<file path="src/rtl/reg_sweep_writer_pkg.sv">
// Shared types and helpers for the register-sweep writer: FSM state encoding
// and the effective-stride rule used by the address generator.
package reg_sweep_writer_pkg;

  typedef enum logic [1:0] {
    S_IDLE  = 2'd0,
    S_LOAD  = 2'd1,
    S_WRITE = 2'd2,
    S_DONE  = 2'd3
  } sweep_state_e;

  // A zero stride would stall the sweep on one register, so it means 1.
  function automatic int unsigned eff_stride(input int unsigned stride);
    return (stride == 0) ? 32'd1 : stride;
  endfunction

endpackage

</file>
<file path="src/rtl/reg_sweep_writer_sweep_addr_gen.sv">
// Address/remaining-count datapath for the sweep: loads the config, steps the
// address by the effective stride and reports the last write and boundary clips.
module sweep_addr_gen
  import reg_sweep_writer_pkg::*;
#(
  parameter int REG_BITS    = 5,
  parameter int CNT_BITS    = 4,
  parameter int STRIDE_BITS = 2,
  parameter bit WRAP        = 1'b1
) (
  input  logic                   clk,
  input  logic                   rst,
  input  logic                   load,
  input  logic                   step,
  input  logic [REG_BITS-1:0]    start_reg,
  input  logic [CNT_BITS-1:0]    count,
  input  logic [STRIDE_BITS-1:0] stride,
  input  logic                   direction,
  output logic [REG_BITS-1:0]    addr,
  output logic [REG_BITS-1:0]    next_addr,
  output logic                   last,
  output logic                   clip
);

  logic [REG_BITS-1:0]    addr_q, addr_d;
  logic [CNT_BITS-1:0]    rem_q, rem_d;
  logic [STRIDE_BITS-1:0] stride_q, stride_d;
  logic                   dir_q, dir_d;

  logic [REG_BITS:0] step_w;
  logic [REG_BITS:0] ext_addr;
  logic [REG_BITS:0] sum;
  logic              out_of_range;

  // One extra bit catches both carry past the top and borrow below zero.
  always_comb begin
    step_w       = (REG_BITS+1)'(eff_stride(32'(stride_q)));
    ext_addr     = {1'b0, addr_q};
    sum          = dir_q ? (ext_addr + step_w) : (ext_addr - step_w);
    out_of_range = sum[REG_BITS];
    next_addr    = sum[REG_BITS-1:0];
    last         = (rem_q == CNT_BITS'(1));
    clip         = (WRAP == 1'b0) && out_of_range && !last;
    addr         = addr_q;
  end

  always_comb begin
    addr_d   = addr_q;
    rem_d    = rem_q;
    stride_d = stride_q;
    dir_d    = dir_q;
    if (load) begin
      addr_d   = start_reg;
      rem_d    = count;
      stride_d = stride;
      dir_d    = direction;
    end else if (step) begin
      addr_d = next_addr;
      rem_d  = rem_q - CNT_BITS'(1);
    end
  end

  always_ff @(posedge clk or posedge rst) begin
    if (rst) begin
      addr_q   <= '0;
      rem_q    <= '0;
      stride_q <= '0;
      dir_q    <= 1'b0;
    end else begin
      addr_q   <= addr_d;
      rem_q    <= rem_d;
      stride_q <= stride_d;
      dir_q    <= dir_d;
    end
  end

endmodule

</file>
<file path="src/rtl/reg_sweep_writer.sv">
// Register-sweep sequencer: arm with go, launch on go falling, then emit one
// register number per cycle with wr_en. All outputs are registered (Moore).
module reg_sweep_writer
  import reg_sweep_writer_pkg::*;
#(
  parameter int REG_BITS    = 5,
  parameter int CNT_BITS    = 4,
  parameter int STRIDE_BITS = 2,
  parameter bit WRAP        = 1'b1
) (
  input  logic                   clock,
  input  logic                   reset,
  input  logic                   go,
  input  logic                   direction,
  input  logic [REG_BITS-1:0]    start_reg,
  input  logic [CNT_BITS-1:0]    count,
  input  logic [STRIDE_BITS-1:0] stride,
  output logic [REG_BITS-1:0]    regnum,
  output logic                   wr_en,
  output logic                   busy,
  output logic                   done,
  output logic                   overrun,
  output sweep_state_e           dbg_state
);

  sweep_state_e        state_q, state_d;
  logic [REG_BITS-1:0] regnum_q, regnum_d;
  logic                wr_en_q, wr_en_d;
  logic                busy_q, busy_d;
  logic                done_q, done_d;
  logic                overrun_q, overrun_d;

  logic                load, step;
  logic [REG_BITS-1:0] addr, next_addr;
  logic                last, clip;

  sweep_addr_gen #(
    .REG_BITS   (REG_BITS),
    .CNT_BITS   (CNT_BITS),
    .STRIDE_BITS(STRIDE_BITS),
    .WRAP       (WRAP)
  ) u_addr_gen (
    .clk      (clock),
    .rst      (reset),
    .load     (load),
    .step     (step),
    .start_reg(start_reg),
    .count    (count),
    .stride   (stride),
    .direction(direction),
    .addr     (addr),
    .next_addr(next_addr),
    .last     (last),
    .clip     (clip)
  );

  // Outputs are computed for the state being entered, so they line up with
  // state_q one cycle later without any input-to-output path.
  always_comb begin
    state_d   = state_q;
    regnum_d  = '0;
    wr_en_d   = 1'b0;
    busy_d    = 1'b0;
    done_d    = 1'b0;
    overrun_d = overrun_q;
    load      = 1'b0;
    step      = 1'b0;
    case (state_q)
      S_IDLE: begin
        overrun_d = 1'b0;
        if (go) begin
          state_d = S_LOAD;
          busy_d  = 1'b1;
        end
      end
      S_LOAD: begin
        overrun_d = 1'b0;
        busy_d    = 1'b1;
        if (!go) begin
          if (count != '0) begin
            state_d  = S_WRITE;
            load     = 1'b1;
            wr_en_d  = 1'b1;
            regnum_d = start_reg;
          end else begin
            state_d = S_DONE;
            busy_d  = 1'b0;
            done_d  = 1'b1;
          end
        end
      end
      S_WRITE: begin
        step = 1'b1;
        // An abort wins over completion: the current write already issued.
        if (go) begin
          state_d   = S_LOAD;
          busy_d    = 1'b1;
          overrun_d = 1'b0;
        end else if (last) begin
          state_d = S_DONE;
          done_d  = 1'b1;
        end else if (clip) begin
          state_d   = S_DONE;
          done_d    = 1'b1;
          overrun_d = 1'b1;
        end else begin
          wr_en_d  = 1'b1;
          busy_d   = 1'b1;
          regnum_d = next_addr;
        end
      end
      S_DONE: begin
        if (go) begin
          state_d   = S_LOAD;
          busy_d    = 1'b1;
          overrun_d = 1'b0;
        end else begin
          done_d = 1'b1;
        end
      end
      default: begin
        state_d   = S_IDLE;
        overrun_d = 1'b0;
      end
    endcase
  end

  always_ff @(posedge clock or posedge reset) begin
    if (reset) begin
      state_q   <= S_IDLE;
      regnum_q  <= '0;
      wr_en_q   <= 1'b0;
      busy_q    <= 1'b0;
      done_q    <= 1'b0;
      overrun_q <= 1'b0;
    end else begin
      state_q   <= state_d;
      regnum_q  <= regnum_d;
      wr_en_q   <= wr_en_d;
      busy_q    <= busy_d;
      done_q    <= done_d;
      overrun_q <= overrun_d;
    end
  end

  assign regnum    = regnum_q;
  assign wr_en     = wr_en_q;
  assign busy      = busy_q;
  assign done      = done_q;
  assign overrun   = overrun_q;
  assign dbg_state = state_q;

  // unused by the FSM itself; the registered regnum already tracks it
  logic unused_addr;
  assign unused_addr = ^addr;

endmodule
</file>
<file path="config.mk">
export PLATFORM = sky130hd
export DESIGN_NAME = reg_sweep_writer
export DESIGN_NICKNAME = d
export VERILOG_FILES = /design/src/rtl/reg_sweep_writer_pkg.sv /design/src/rtl/reg_sweep_writer_sweep_addr_gen.sv /design/src/rtl/reg_sweep_writer.sv
export SDC_FILE = /design/constraint.sdc
export NUM_CORES = 1
export LEC_CHECK = 0
export ABC_AREA = 1
export BUFFER_PORTS_ARGS = -buffer_cell sky130_fd_sc_hd__buf_2
export CORE_AREA = 3 3 73 75
export CTS_CLUSTER_DIAMETER = 150
export DETAILED_ROUTE_END_ITERATION = 12
export DIE_AREA = 0 0 76 78
export SETUP_SLACK_MARGIN = 0.3
export SYNTH_ARGS = -nofsm -noshare
export SYNTH_HDL_FRONTEND = slang
export SYNTH_HIERARCHICAL = 1
export SYNTH_SLANG_ARGS = --single-unit
</file>
<file path="constraint.sdc">
create_clock -name clock -period 1.8 [get_ports clock]
set_input_delay 0.09 -clock clock [delete_from_list [all_inputs] [get_ports clock]]
set_output_delay 0.09 -clock clock [all_outputs]
set_load 0.02 [all_outputs]
</file>
Word level (Yosys, flattened, before mapping)
Index checks and enable logic that the tools add are counted.
{ "totals": {"word_cells": 65, "reg_bits": 23, "inputBits": 15} }
{ "op_classes": {"eq_ne": 8, "reduce_logical": 8, "add_sub_neg": 3, "n_mux": 36} }
{ "ops": {"columns": ["op", "count"], "rows": [
  ["$mux 5", 7],
  ["$mux 1", 16],
  ["$mux 2", 5],
  ["$pmux 5 s2", 1],
  ["$mux 4", 2],
  ["$pmux 1 s3", 2],
  ["$pmux 2 s3", 1],
  ["$reduce_or 2->1", 3],
  ["$add 5x5->5", 1],
  ["$sub 5x5->5", 1],
  ["$eq 2x2->1 const B", 2],
  ["$eq 4x1->1 const B", 1],
  ["$logic_not 2->1", 2],
  ["$ne 2x1->1 const B", 2],
  ["$pmux 1 s2", 2],
  ["$reduce_bool 4->1", 1],
  ["$sub 4x1->4 const B", 1],
  ["$ne 3x3->1 const B", 1],
  ["$reduce_and 3->1", 1],
  ["$eq 2x1->1 const B", 1],
  ["$ne 2x2->1 const B", 1],
  ["$reduce_bool 2->1", 1]
]} }

Depth between registers and ports, before layout
Gate-level depths: netlist (run 1).
{ "logic_depth": {"ltp_word": 7, "mapped_depth": 12, "ltp_nobuf": 11} }

Modules after synthesis
Netlist (run 1), hierarchy kept.
{ "modules_own_cells": {"columns": ["module", "area_per_inst_um2", "n_inst", "cells_per_inst"], "rows": [
  ["sweep_addr_gen", 799.5, 1, 98],
  ["reg_sweep_writer", 608.1, 1, 79]
]} }

Worst setup path after synthesis (run 1)
No wires, ideal clock.
{ "synth_timing": {"path_kind": "reg2reg", "from": "register state_q[1], in the netlist dbg_state[1]", "to": "register u_addr_gen.rem_q[3]", "setup_time_ns": 0.120, "path_stages_with_launch": 11, "slack_ns": 0.162, "arrival_time_ns": 1.518, "cell_sequence": "dfrtp_1 > inv_1 > ha_1 > nand2_1 > inv_1 > nand2_1 > inv_1 > buf_6 > buf_6 > a22oi_2 > nand2_1"} }
{ "synth_between": {"elab_chain_cells": 3, "elab_cells_between_ends": 6, "cone_classes": "eq/ne (2); mux (3); reduce/logical (1)"} }
{ "synth_lines": {"columns": ["element", "line", "text"], "rows": [
  ["from (decl)", "reg_sweep_writer.sv:26", "sweep_state_e state_q, state_d;"],
  ["from (signal assigned)", "reg_sweep_writer.sv:137", "state_q <= state_d;"],
  ["$eq 2x1->1 *", "reg_sweep_writer.sv:68", "case (state_q)"],
  ["$mux 1 *", "reg_sweep_writer.sv:68", null],
  ["named net load", "reg_sweep_writer.sv:33", "logic load, step;"],
  ["$mux 4 / $reduce_bool 2->1 (equally long branches)", null, null],
  ["to (signal assigned)", "reg_sweep_writer_sweep_addr_gen.sv:71", "rem_q <= rem_d;"],
  ["to (decl)", "reg_sweep_writer_sweep_addr_gen.sv:26", "logic [CNT_BITS-1:0] rem_q, rem_d;"]
]} }
Mark *: on every way through the listed nets, which the timed path passes. The rest lies on a longest branch.
A chain may end at the register's enable or synchronous reset.

Worst setup path after layout (run 1)
{ "layout_timing": {"from": "register u_addr_gen.stride_q[0]", "to": "register regnum_q[4], in the netlist regnum[4]"} }
{ "layout_between": {"elab_chain_cells": 7, "elab_cells_between_ends": 8, "cone_classes": "add/sub (2); mux (5); reduce/logical (1)"} }
{ "layout_lines": {"columns": ["element", "line", "text"], "rows": [
  ["from (decl)", "reg_sweep_writer_sweep_addr_gen.sv:27", "logic [STRIDE_BITS-1:0] stride_q, stride_d;"],
  ["from (signal assigned)", "reg_sweep_writer_sweep_addr_gen.sv:72", "stride_q <= stride_d;"],
  ["$logic_not 2->1", "reg_sweep_writer_pkg.sv:14", "return (stride == 0) ? 32'd1 : stride;"],
  ["$mux 2 *", "reg_sweep_writer_pkg.sv:14", null],
  ["$sub 5x5->5 / $add 5x5->5 (equally long branches)", "reg_sweep_writer_sweep_addr_gen.sv:39", "sum = dir_q ? (ext_addr + step_w) : (ext_addr - step_w);"],
  ["$mux 5 *", "reg_sweep_writer_sweep_addr_gen.sv:39", null],
  ["named net next_addr[4]", "reg_sweep_writer.sv:34", "logic [REG_BITS-1:0] addr, next_addr;"],
  ["$mux 5 *", "reg_sweep_writer.sv:99", "end else if (last) begin"],
  ["$mux 5 *", "reg_sweep_writer.sv:95", "if (go) begin"],
  ["$pmux 5 s2 *", "reg_sweep_writer.sv:68", null],
  ["named net regnum_d[4]", "reg_sweep_writer.sv:27", "logic [REG_BITS-1:0] regnum_q, regnum_d;"],
  ["to (signal assigned)", "reg_sweep_writer.sv:138", "regnum_q <= regnum_d;"],
  ["to (decl)", "reg_sweep_writer.sv:27", null]
]} }
Marked as above.

==> impl_metrics.py, run 1 <==
metrics = {
    "worst_setup_path": {
        "r2r_end": "regnum[4]$_DFF_PP0_",
        "critical_path.endpoint_type": "register",
        "worst_ep_arrival_time_ns": 1.83,
        "r2r-start": "u_addr_gen/stride_q[0]$_DFFE_PP0P_",
        "ff2ff_setup_slack_ns": 0.13,
        "critPathKind": "reg -> reg",
        "crit_path_start_kind": "register",
        "cp_max_fo": 2,
        "reg2reg_depth": 11,
        "worst_ep_required_time_ns": 1.96,
    },
    "cts": {
        "cts.htree.levels": 1,
        "cts_sinks": 23,
        "cts_tree": "built",
        "clk_latency_ns": 0.27,
        "clk_pin_slew_ns": 0.09,
        "cts_buffer_depth": 2,
        "cts-root-buf": "clkbuf_8",
        "cts_buffers": 3,
    },
    "power_and_ir_drop": {
        "vdd_drop_max_uv": 619,
        "powerDensity_mw_per_mm2": 2020,
        "power.total_mw": 3.97,
        "leakagePower_nw": 0.963,
    },
    "drt": {
        "dr_total_vias": 1313,
        "drc": 0,
        "drt-initial-drc-count": 44,
        "wl_mm": 3.49,
        "wl_per_cell_um": 12.1,
        "drtAntennaViolNets": 0,
        "viasPerCell": 4.56,
        "dr.pass1.iters": 4,
    },
    "floorplanning": {
        "ioPinCount": 26,
        "core_area_sq_mm": 0.00472,
        "die_h_um": 78,
        "rows": 25,
        "initial_core_util_pct": 29.8,
        "die_area_sq_mm": 0.00593,
        "die_w_um": 76,
    },
    "sta": {
        "rsz0062_at_grt": "true",
        "final.period_utilization_pct": 92.8,
        "clock.fmax_mhz": 599,
        "worst_slew_pin_slew_ns": 0.499,
        "worst_clock_skew_ns": 0.00654,
        "finalSetupViolations": 0,
        "relSlewSlack_pct": 66.7,
        "period_needed_ns": 1.67,
        "layout_setup_ws_ns": 0.129,
        "slew_violations": 0,
        "setup_tns_ns": 0,
        "finalHoldViolCount": 0,
        "whs_ns": 0.0202,
    },
    "hold_path": {
        "min_path_type": "in -> reg",
        "hold_start": "direction",
        "holdPathEnd": "u_addr_gen/dir_q$_DFFE_PP0P_",
        "hold_depth": 3,
    },
    "place": {
        "pre_cts_ws_ns": 0.0752,
        "place_area_sq_mm": 0.00162,
        "gp_congestion": 0.875,
        "hpwl_mm": 2.50,
        "port_buffers": 25,
    },
    "run": {
        "drv_cap": 0,
    },
    "yosys": {
        "netlist_instances": 177,
        "synthesis.area_sq_mm": 0.00141,
        "synth_nets": 204,
        "syn_area_per_cell_sq_um": 7.95,
        "ys_warn_count": 6,
        "synth_seq_cells": 23,
        "ys_seq_area_share_pct": 40.9,
        "synth_cell_types": 25,
    },
    "cells_and_area": {
        "final_cell_mix": "41 x nand2_1, 25 x buf_2, 20 x dfrtp_1, 14 x nand3_1, 14 x buf_4",
        "drive_gt1_share_pct": 41.6,
        "final_common_cell": "nand2_1",
        "n_antenna_cell": 0,
        "area_delta_synth_final_pct": 40.0,
        "final_cell_area_sq_mm": 0.00197,
        "nets": 249,
    },
    "global_route": {
        "antenna_found_initial": 0,
        "grt-ovfl-total": 0,
        "gr-usage-all-layers_pct": 12.0,
        "grt_max_degree": 14,
        "grt_pass1_vias": 1281,
        "grt_pass1_wl_mm": 5.82,
    },
    "run_status": {
        "outcome": "complete, no violations",
    },
}
[sequential cells by signal, summed over array words and instances (netlist names)]
register / flops
done: 1
wr_en: 1
regnum: 5
u_addr_gen/stride_q: 2
overrun: 1
u_addr_gen/rem_q: 4
u_addr_gen/addr: 5
dbg_state: 2
busy: 1
u_addr_gen/dir_q: 1
[what timing repair did]
| action | in CTS | in global routing |
|---|---|---|
| buffers inserted | 8 | 7 |
| endpoints found under the setup margin | 22 | 21 |
| gates resized for setup | 8 | 34 |
| pin swaps | 6 | 6 |
| hold endpoints to repair | 23 | 0 |
| gates cloned | 0 | 0 |
| hold buffers | 1 | 0 |
[cells by family (layout without fill, tap and decap cells)]
| kind of cell | Yosys count | count (layout) | share of synthesized area (%) |
|---|---|---|---|
| buffers and inverters | 25 | 69 | 8.00 |
| other | 1 | 1 | 0.266 |
| flip-flops | 23 | 23 | 40.9 |
| AO/OA/AOI/OAI | 24 | 24 | 10.6 |
| adder cells (fa/ha/maj) | 12 | 12 | 11.2 |
| AND/OR/NAND/NOR | 90 | 90 | 27.8 |
| XOR/XNOR | 2 | 2 | 1.24 |
[Yosys cell counts]
master    count  area, sq um
xnor2_1       2         17.5
dfrtp_1      23          576
o211ai_1      2         15.0
and2_1        2         12.5
nand2_1      52          195
a21oi_1       8         40.0
nand2_2       1         6.26
a31oi_1       1         6.26
a22oi_1       4         30.0
buf_6         2         22.5
ha_1         11          138
a21o_1        1         7.51
inv_2         4         15.0
fa_1          1         20.0
nor2_1       12         45.0
or2_1         2         12.5
o21ai_0       6         30.0
a22oi_2       1         12.5
conb_1        1         3.75
inv_1        18         67.6
nor3b_1       1         7.51
o21a_1        1         7.51
nor2_4        2         22.5
nand3_1      18         90.1
buf_4         1         7.51
[layer usage]
metal / vias up / track usage, % / wire length, um
met3: 5 / 2.32 / 145
met4: 0 / 2.72 / 44
met1: 617 / 15.6 / 1600
met2: 30 / 20.7 / 1700
met5: - / 0 / 0
li1: 661 / - / -
[where the power goes]
group / internal [mW] / switching, mW / leakage (nW)
Sequential: 0.747 / 0.190 / 0.289
Combinational: 1.29 / 1.41 / 0.649
Clock: 0.155 / 0.184 / 0.0255
[worst max-delay path, cell delays in order, from the launching register on]
cell and delay [ns]:
dfrtp_1 0.41, inv_2 0.07, nand2_2 0.06, ha_4 0.16
fa_2 0.37, nand2_2 0.08, nand2_2 0.06, nand2_2 0.07
nand2_2 0.05, and2_4 0.13, nand2_1 0.06, a21oi_1 0.06
[metrics by stage]
step | std cells | utilization [%]
finish | 288 | 41.7
global route | 288 | 41.7
CTS | 281 | 37.4
detailed placement | 268 | 34.4
global placement | 268 | 34.4
floorplan | 177 | -
[how the worst max path moves through the flow]
stage	start	endpoint	slack [ns]
CTS	u_addr_gen/dir_q$_DFFE_PP0P_	regnum[4]$_DFF_PP0_	0.13
detailed placement	u_addr_gen/dir_q$_DFFE_PP0P_	regnum[4]$_DFF_PP0_	0.08
global route	u_addr_gen/dir_q$_DFFE_PP0P_	regnum[4]$_DFF_PP0_	0.03
global placement	u_addr_gen/dir_q$_DFFE_PP0P_	regnum[4]$_DFF_PP0_	0.1
floorplan	u_addr_gen/stride_q[0]$_DFFE_PP0P_	regnum[4]$_DFF_PP0_	0.23
finish	u_addr_gen/stride_q[0]$_DFFE_PP0P_	regnum[4]$_DFF_PP0_	0.13
[layout make-up]
class | count | area, sq um
Inverter | 22 | 90.1
Tap cell | 67 | 83.8
Clock inverter | 1 | 5.00
Timing Repair Buffer | 43 | 283
Clock buffer | 3 | 41.3
Sequential cell | 23 | 579
Multi-Input combinational cell | 129 | 888
Fill cell | 457 | 2750
No activity file was read; power rests on OpenSTA's default activity.
==> run 2, diff against run 1 <==
--- a/config.mk
+++ b/config.mk
@@ -7,10 +7,12 @@
 export LEC_CHECK = 0
 export ABC_AREA = 1
 export BUFFER_PORTS_ARGS = -buffer_cell sky130_fd_sc_hd__buf_2
-export CORE_AREA = 3 3 73 75
+export CORE_AREA = 3 3 59 61
 export CTS_CLUSTER_DIAMETER = 150
 export DETAILED_ROUTE_END_ITERATION = 12
-export DIE_AREA = 0 0 76 78
+export DIE_AREA = 0 0 62 64
+export GPL_ROUTABILITY_DRIVEN = 0
+export PLACE_DENSITY = 0.68
 export SETUP_SLACK_MARGIN = 0.3
 export SYNTH_ARGS = -nofsm -noshare
 export SYNTH_HDL_FRONTEND = slang
==> impl_metrics.py, run 2 (synthesis gave the netlist of run 1 again) <==
metrics = {
    "power_and_ir_drop": {
        "leakagePower_nw": 0.939,
        "powerDensity_mw_per_mm2": 1890,
        "vdd_drop_max_uv": 782,
    },
    "place": {
        "port_buffers": 25,
        "hpwl_mm": 2.37,
        "place_area_sq_mm": 0.00160,
    },
    "cts": {
        "cts_buffers": 3,
        "cts-root-buf": "clkbuf_4",
        "cts_sinks": 23,
        "clk_latency_ns": 0.31,
        "cts_buffer_depth": 2,
        "cts.htree.levels": 1,
        "clk_pin_slew_ns": 0.13,
        "cts_tree": "built",
    },
    "sta": {
        "rsz0062_at_grt": "true",
        "whs_ns": 0.0299,
        "period_needed_ns": 1.69,
        "final.period_utilization_pct": 93.8,
        "worst_clock_skew_ns": 0.00330,
        "slew_violations": 0,
        "clock.fmax_mhz": 592,
        "finalHoldViolCount": 0,
        "finalSetupViolations": 0,
        "setup_tns_ns": 0,
        "relSlewSlack_pct": 66.0,
        "worst_slew_pin_slew_ns": 0.509,
    },
    "hold_path": {
        "hold_start": "count[1]",
        "min_path_type": "in -> reg",
    },
    "floorplanning": {
        "die_area_sq_mm": 0.00397,
        "rows": 20,
        "die_w_um": 62,
        "die_h_um": 64,
        "initial_core_util_pct": 46.5,
        "ioPinCount": 26,
        "core_area_sq_mm": 0.00303,
    },
    "worst_setup_path": {
        "r2r-start": "u_addr_gen/stride_q[0]$_DFFE_PP0P_",
        "crit_start": "u_addr_gen/stride_q[0]$_DFFE_PP0P_",
        "cp_max_fo": 2,
        "critical_path.endpoint_type": "register",
        "worst_ep_arrival_time_ns": 1.94,
        "crit_path_start_kind": "register",
        "critPathKind": "reg -> reg",
        "worst_ep_required_time_ns": 2.05,
    },
    "cells_and_area": {
        "final_cell_mix": "43 x nand2_1, 25 x buf_2, 21 x dfrtp_1, 16 x nand3_1, 13 x buf_4",
        "final_common_cell": "nand2_1",
        "drive_gt1_share_pct": 36.4,
        "n_antenna_cell": 0,
        "fillers": 266,
        "area_delta_synth_final_pct": 33.0,
        "nets": 248,
        "final_cell_area_sq_mm": 0.00187,
    },
    "drt": {
        "dr.pass1.iters": 4,
        "dr_total_vias": 1315,
        "wl_mm": 3.36,
        "drc": 0,
        "drtAntennaViolNets": 0,
        "wl_per_cell_um": 12.7,
        "viasPerCell": 4.98,
        "drt-initial-drc-count": 69,
    },
    "global_route": {
        "grt_max_degree": 13,
        "grt-ovfl-total": 0,
        "antenna_found_initial": 0,
        "grt_pass1_vias": 1260,
        "grt_pass1_wl_mm": 5.38,
        "gr-usage-all-layers_pct": 17.5,
    },
    "run": {
        "drv_cap": 0,
    },
    "run_status": {
        "outcome": "complete, no violations",
    },
}
run 2: changes by cell type in the layout (fill, tap and decap cells not counted), sizes merged:
| cell | before | now |
|---|---|---|
| dlygate4sd3 | 1 | 4 |
| clkinv | 1 | 0 |
| buf | 42 | 38 |
| clkbuf | 3 | 4 |
run 2: power by group:
| part | switching (mW) | internal [mW] | total [mW] |
|---|---|---|---|
| Clock | 0.157 | 0.0864 | 0.244 |
| Combinational | 1.33 | 1.03 | 2.35 |
| Sequential | 0.193 | 0.743 | 0.936 |
| Total | 1.68 | 1.86 | 3.53 |
run 2: cell type report:
type / instances / area (sq um) / area share, %
Multi-Input combinational cell: 129 / 857 / 45.8
Sequential cell: 23 / 578 / 30.9
Timing Repair Buffer: 42 / 263 / 14.0
Inverter: 22 / 92.6 / 4.95
Tap cell: 44 / 55.1 / 2.94
Clock buffer: 4 / 26.3 / 1.40
run 2: what timing repair did:
| item | CTS | global route |
|---|---|---|
| setup buffers | 3 | 7 |
| pin swaps | 6 | 5 |
| setup endpoints to repair | 20 | 19 |
| hold endpoints to repair | 26 | 0 |
| resized for setup | 7 | 28 |
| hold buffers | 4 | 0 |
run 2: routing by layer:
| layer | up-vias | track usage, % | share of wire [%] |
|---|---|---|---|
| met5 | - | 0 | 0 |
| met4 | 0 | 5.04 | 0.86 |
| met3 | 4 | 3.03 | 4.4 |
| met2 | 37 | 28.2 | 51 |
| met1 | 620 | 23.4 | 44 |
| li1 | 654 | - | - |
run 2: metrics by stage:
| step | worst slack, ns | utilization [%] | cells | power [mW] |
|---|---|---|---|---|
| 2_1_floorplan | 0.233 | - | 177 | 2.29 |
| 3_3_place_gp | 0.141 | 52.9 | 246 | 2.66 |
| 3_5_place_dp | 0.118 | 52.9 | 246 | 2.70 |
| 4_1_cts | 0.127 | 56.9 | 257 | 3.06 |
| 5_1_grt | 0.0216 | 61.8 | 264 | 3.86 |
| 6_report | 0.111 | 61.8 | 264 | 3.53 |
run 2: final timing paths:
check	to	slack (ns)	cells past startpoint
min reg2reg	u_addr_gen/addr[3]$_DFFE_PP0P_	0.53	2
min in group asynchronous	overrun$_DFFE_PP0P_	0.31	3
max	regnum[4]$_DFF_PP0_	0.11	10
min	u_addr_gen/rem_q[1]$_DFFE_PP0P_	0.03	3
max reg2reg	regnum[4]$_DFF_PP0_	0.11	10
max in group asynchronous	u_addr_gen/addr[2]$_DFFE_PP0P_	1.12	3
run 2: critical path, stage by stage, from the launching register on:
cell	delay, ns
dfrtp_1	0.41
inv_2	0.07
nand2_2	0.06
ha_4	0.17
fa_2	0.39
nand2_2	0.08
nand2_2	0.05
nand3_1	0.09
and2_1	0.13
nand2_1	0.06
a21oi_2	0.13
